`src/rtl/fpu_sgn_pkg.sv`:
```
// Shared types for the floating-point sign-injection pipeline.
package fpu_sgn_pkg;

    localparam int MODE_W = 3;

    typedef enum logic [MODE_W-1:0] {
        FABS   = 3'd0,
        FNEG   = 3'd1,
        FSGNJ  = 3'd2,
        FSGNJN = 3'd3,
        FSGNJX = 3'd4,
        FMV    = 3'd5
    } fsgn_mode_t;

endpackage

```
`src/rtl/fsgn_core.sv`:
```
// Combinational sign-injection: only the sign bit of op_a is ever replaced.
module fsgn_core
    import fpu_sgn_pkg::*;
#(
    parameter int W = 32
) (
    input  logic [W-1:0]      op_a,
    input  logic [W-1:0]      op_b,
    input  logic [MODE_W-1:0] mode,
    output logic [W-1:0]      result,
    output logic              illegal
);

    logic sgn;

    always_comb begin
        sgn     = op_a[W-1];
        illegal = 1'b0;
        case (mode)
            FABS:    sgn = 1'b0;
            FNEG:    sgn = ~op_a[W-1];
            FSGNJ:   sgn = op_b[W-1];
            FSGNJN:  sgn = ~op_b[W-1];
            FSGNJX:  sgn = op_a[W-1] ^ op_b[W-1];
            FMV:     sgn = op_a[W-1];
            default: illegal = 1'b1;
        endcase
        // NaN payloads and all other encodings pass through untouched
        result = {sgn, op_a[W-2:0]};
    end

endmodule

```
`src/rtl/fsgn_pipe.sv`:
```
// Sign-injection unit followed by a STAGES-deep valid/ready register pipeline.
module fsgn_pipe
    import fpu_sgn_pkg::*;
#(
    parameter int EXP_W  = 8,
    parameter int FRA_W  = 23,
    parameter int STAGES = 2
) (
    input  logic                   clk,
    input  logic                   rst,
    input  logic                   in_valid,
    output logic                   in_ready,
    input  logic [EXP_W+FRA_W:0]   op_a,
    input  logic [EXP_W+FRA_W:0]   op_b,
    input  logic [MODE_W-1:0]      mode,
    output logic                   out_valid,
    input  logic                   out_ready,
    output logic [EXP_W+FRA_W:0]   result,
    output logic                   illegal
);

    localparam int W = 1 + EXP_W + FRA_W;

    if (STAGES < 1 || STAGES > 4) begin : g_bad_stages
        $error("fsgn_pipe: STAGES must be 1..4");
    end

    logic [W-1:0]      core_res;
    logic              core_ill;
    logic [STAGES-1:0] vld;
    logic [STAGES-1:0] ill;
    logic [W-1:0]      res [STAGES];
    logic [STAGES:0]   rdy;

    fsgn_core #(
        .W (W)
    ) u_core (
        .op_a    (op_a),
        .op_b    (op_b),
        .mode    (mode),
        .result  (core_res),
        .illegal (core_ill)
    );

    // rdy[k]: stage k can load this cycle (empty, or its beat moves on)
    always_comb begin
        rdy         = '0;
        rdy[STAGES] = out_ready;
        for (int k = STAGES - 1; k >= 0; k--) begin
            rdy[k] = ~vld[k] | rdy[k+1];
        end
    end

    for (genvar k = 0; k < STAGES; k++) begin : g_stage
        logic         v_in;
        logic         i_in;
        logic [W-1:0] r_in;
        logic         vld_q;
        logic         ill_q;
        logic [W-1:0] res_q;

        if (k == 0) begin : g_head
            assign v_in = in_valid;
            assign r_in = core_res;
            assign i_in = core_ill;
        end else begin : g_link
            assign v_in = vld[k-1];
            assign r_in = res[k-1];
            assign i_in = ill[k-1];
        end

        always_ff @(posedge clk) begin
            if (rst) begin
                vld_q <= 1'b0;
                ill_q <= 1'b0;
                res_q <= '0;
            end else if (rdy[k]) begin
                vld_q <= v_in;
                if (v_in) begin
                    ill_q <= i_in;
                    res_q <= r_in;
                end
            end
        end

        assign vld[k] = vld_q;
        assign ill[k] = ill_q;
        assign res[k] = res_q;
    end

    assign in_ready  = rdy[0];
    assign out_valid = vld[STAGES-1];
    assign result    = res[STAGES-1];
    assign illegal   = ill[STAGES-1];

endmodule

```
`config.mk`:
```
export PLATFORM = sky130hd
export DESIGN_NAME = fsgn_pipe
export DESIGN_NICKNAME = d
export VERILOG_FILES = /design/src/rtl/fpu_sgn_pkg.sv /design/src/rtl/fsgn_core.sv /design/src/rtl/fsgn_pipe.sv
export SDC_FILE = /design/constraint.sdc
export NUM_CORES = 1
export LEC_CHECK = 0
export ABC_AREA = 0
export BUFFER_PORTS_ARGS = -buffer_cell sky130_fd_sc_hd__buf_2
export CAP_MARGIN = 20
export CORE_MARGIN = 2
export CORE_UTILIZATION = 45
export CTS_BUF_LIST = sky130_fd_sc_hd__clkbuf_8
export DETAILED_ROUTE_END_ITERATION = 16
export GPL_TIMING_DRIVEN = 1
export PLACE_DENSITY = 0.75
export RECOVER_POWER = 100
export SYNTH_ARGS = -nofsm -noshare
export SYNTH_HDL_FRONTEND = slang
export SYNTH_HIERARCHICAL = 1
export SYNTH_SLANG_ARGS = --single-unit
```
`constraint.sdc`:
```
create_clock -name clk -period 1.17 [get_ports clk]
set_input_delay 0.117 -clock clk [delete_from_list [all_inputs] [get_ports clk]]
set_output_delay 0.117 -clock clk [all_outputs]
set_load 0.02 [all_outputs]
```
==> run summary <==
The run finished, with violations left. The final reports fail on setup timing. The largest area contributor in the synthesized netlist is sky130_fd_sc_hd__dfxtp_1. Counting instances in the post-synthesis netlist gives the leading cell types as 68 x sky130_fd_sc_hd__dfxtp_1, 68 x sky130_fd_sc_hd__nand2b_1, 35 x sky130_fd_sc_hd__a21oi_1.

The share of flip-flops with an asynchronous set or reset after synthesis is 0%. The final instance count without filler cells came out at a little under 500. The core area is 6790 um^2. In this run the critical register-to-register path is captured at g_stage[0].res_q[11]. The y dimension of the die is 87.9 um.

Setup repair after global routing could not meet its margin everywhere. The depth of the worst register-to-register path is 6. The total grt overflow is 0. The violation count after the first detailed-routing iteration came out at 90. The HPWL after detailed placement is 4070 um.

Timing analysis after detailed placement gives a worst setup slack of -0.0522 ns. Headroom to the max-slew limit came out at 69.4%. The count of endpoints failing hold in the final timing report came out at 0.

The number of instances in the placed design came out at 466. The horizontal extent of the die is just under 90 um. The post-synthesis instance total is approximately 350. The worst hold path depth is 3. Setup violations remaining at the end of the flow were counted as 50.

The post-synth net total is 417. Counting along the longest clock path gives a buffer depth of 2. Yosys attributes the largest share of cell area to sky130_fd_sc_hd__dfxtp_1 43%, sky130_fd_sc_hd__nand2b_1 13%, sky130_fd_sc_hd__mux2i_1 10%. The pin slew with the least headroom to its limit came out at between 0.4 and 0.5 ns.

Summing over every cut layer, the via total after detailed routing is 2385. The worst-case IR drop observed on VDD is 0.458 mV. The number of detailed-route iterations in the first pass is 4. The type of origin of the critical path is a register.

The count of nets left with antenna violations after detail routing came out at 0. In this run the critical register-to-register path is launched from out_valid. In this run the number of H-tree levels came out at 3. The period utilization came out at 116%.

The signed area change from the synthesized netlist to the final layout came out at 21.8%. The number of antenna violations at the first check in global routing is 0. The data required time at the worst endpoint is 1.43 ns. For hold timing, the worst endpoint is g_stage[0].vld_q.

The TritonCTS clock tree is yes. The highest clock frequency the design can meet is 0.738 GHz. Sequential cells were found to cover 43.0% of the synthesized design area. The detail-routed via count per cell came out at 4.84. The post-route worst setup slack is -0.185 ns. The initial standard-cell utilization of the core came out at 46.6%. In the synthesized netlist the dominant register cell turns out to be sky130_fd_sc_hd__dfxtp_1. The master cell of the clock root buffer is sky130_fd_sc_hd__clkbuf_8.

In this run, synthesis produced a sequential element count of 68. Counting the buffers created by CTS gives 9. The final critical delay including setup and external delays came out at approximately 1.4 ns.

The analysis attributes to cell leakage a power of about 1.5 nW. Yosys mapped the design onto 23 distinct sky130hd cell types. The number of top-level pins came out at 106. The clock drives 68 sinks.

The largest fanout on the critical path is 5. The cell area that synthesis handed to floorplanning was about 3200 um^2. In this run the most critical hold path is launched from in_valid. The worst hold path belongs to the class primary input to register. The total negative slack for setup checks is -5.77 ns. The placement row count came out at 30.

The total DRC errors in the routed layout is 0. The number of antenna cells inserted is 0. The fraction of post-synthesis cell area in the top cell type by area is 43.0%.

The flop-to-flop setup slack is -0.18 ns. After synthesis, the mean cell area works out to 9.15 um^2. The weighted congestion at the end of routability-driven global placement is 0.745. For this design the ratio of total power to cell area is 1320 nW/um^2.

The routed length per placed instance came out at 14.0 um. The number of nets in the final layout came out at 463. The post-route clock skew is ~0.0079 ns. The aggregate routed wire length came out at 6890 um. The first-pass GRT wire length came out at approximately 10000 um.

The clock insertion delay at the later pin of the skew report is 0.33 ns. The count of final max-slew check failures is 0. The floorplan step defined a die boundary enclosing between 7000 and 8000 um^2. The clock edge transition at the registers on the reported setup and hold paths came out at 0.08 ns. The critical path is of the register to register type. The post-route netlist has 28.2% of its cells at a drive strength greater than 1.

The warning count from the yosys run came out at 6. The total of hold buffers inserted after clock tree synthesis is 0. During placement, the flow inserted port buffers numbering 74. The via count of the first global-routing pass came out at between 2k and 2.5k. The data arrival at the endpoint of the critical path is 1.61 ns. The count of flip-flops with a built-in enable after synthesis is 0.

The worst setup path is captured at a register. In the global route stage, overall resource usage came out at 17.3%. The maximum number of pins on one net before global-route repair is between 80 and 90. The tool flagged a number of max-cap violations equal to 0.
## how the worst max path moves through the flow
stage                     start                    to  slack (ns)
6_report              out_valid  g_stage[0].res_q[11]       -0.18
3_3_place_gp   g_stage[0].vld_q             result[7]       -0.01
5_1_grt               out_valid  g_stage[0].res_q[11]       -0.25
2_1_floorplan         out_valid      g_stage[0].ill_q       -0.06
4_1_cts               out_valid  g_stage[0].res_q[20]       -0.15
3_5_place_dp   g_stage[0].vld_q             result[6]       -0.05
## cell usage in the layout, fill, tap and decap left out, types with 2 or more instances in the layout
cell type | Yosys | routed
sky130_fd_sc_hd__a21oi_1 | 35 | 30
sky130_fd_sc_hd__a21oi_2 | 0 | 5
sky130_fd_sc_hd__and2_2 | 2 | 2
sky130_fd_sc_hd__buf_12 | 3 | 6
sky130_fd_sc_hd__buf_2 | 12 | 39
sky130_fd_sc_hd__buf_4 | 33 | 5
sky130_fd_sc_hd__buf_6 | 2 | 6
sky130_fd_sc_hd__buf_8 | 0 | 3
sky130_fd_sc_hd__clkbuf_1 | 10 | 33
sky130_fd_sc_hd__clkbuf_16 | 0 | 4
sky130_fd_sc_hd__clkbuf_8 | 0 | 11
sky130_fd_sc_hd__dfxtp_1 | 68 | 66
sky130_fd_sc_hd__inv_4 | 0 | 2
sky130_fd_sc_hd__mux2i_1 | 33 | 32
sky130_fd_sc_hd__nand2b_1 | 68 | 67
sky130_fd_sc_hd__nand3_1 | 33 | 33
sky130_fd_sc_hd__nor3b_1 | 2 | 2
sky130_fd_sc_hd__o21ai_0 | 18 | 7
sky130_fd_sc_hd__o21ai_1 | 17 | 13
sky130_fd_sc_hd__o21ai_2 | 0 | 15
## per-stage QoR
| stage | util, % | cell area (um^2) | total power, mW | hold slack, ns |
|---|---|---|---|---|
| after floorplan | - | 3170 | 2.98 | 0.234 |
| after global placement | 49.3 | 3350 | 3.05 | 0.367 |
| after detailed placement | 49.3 | 3350 | 3.07 | 0.380 |
| after CTS | 54.2 | 3680 | 5.09 | 0.0232 |
| after global routing | 56.8 | 3860 | 5.33 | 0.0276 |
| final | 56.8 | 3860 | 5.11 | 0.0318 |
## power breakdown
group / leakage, nW / internal (mW) / switching [mW]
logic: 0.838 / 0.313 / 0.333
clock network: 0.106 / 1.11 / 0.879
registers: 0.557 / 2.42 / 0.0598
## sequential cells by signal, indices dropped and copies added, names as in the netlist
signal / count
result: 32
out_valid: 1
g_stage.res_q: 32
g_stage.ill_q: 1
g_stage.vld_q: 1
illegal: 1
## layout make-up
cell class | instances | area (um^2)
Inverter | 1 | 6.26
Clock inverter | 5 | 57.6
Fill cell | 616 | 2940
Clock buffer | 11 | 151
Sequential cell | 68 | 1370
Multi-Input combinational cell | 215 | 1460
Timing Repair Buffer | 97 | 694
Tap cell | 96 | 120
## per-layer routing
layer / track usage, % / part of all wire [%] / wire, um
met4: 7.13 / 1.4 / 97
met3: 3.68 / 4.0 / 278
met5: 0 / 0 / 0
met1: 22.4 / 47 / 3250
met2: 28.2 / 47 / 3270
## kinds of logic (layout without fill, tap and decap cells)
logic type / count (synthesis) / in the layout / synth area share [%]
simple gates: 109 / 109 / 20.4
compound gates: 72 / 72 / 11.9
flops: 68 / 68 / 43.0
buf+inv: 63 / 114 / 13.9
mux: 34 / 34 / 10.8
## worst max-delay path, stage by stage (launching register included)
cell	delay, ns
sky130_fd_sc_hd__dfxtp_4	0.34
sky130_fd_sc_hd__nor2b_4	0.13
sky130_fd_sc_hd__buf_6	0.12
sky130_fd_sc_hd__a21boi_4	0.19
sky130_fd_sc_hd__buf_12	0.16
sky130_fd_sc_hd__buf_8	0.13
sky130_fd_sc_hd__mux2i_1	0.21
## what timing repair did
item / 4_1_cts / 5_1_grt
pin swaps: 0 / 17
gates cloned: 1 / 4
hold endpoints to repair: 0 / 0
resized for setup: 28 / 38
buffers inserted: 6 / 2
setup endpoints to repair: 41 / 62
(Power assumes the default switching activity.)
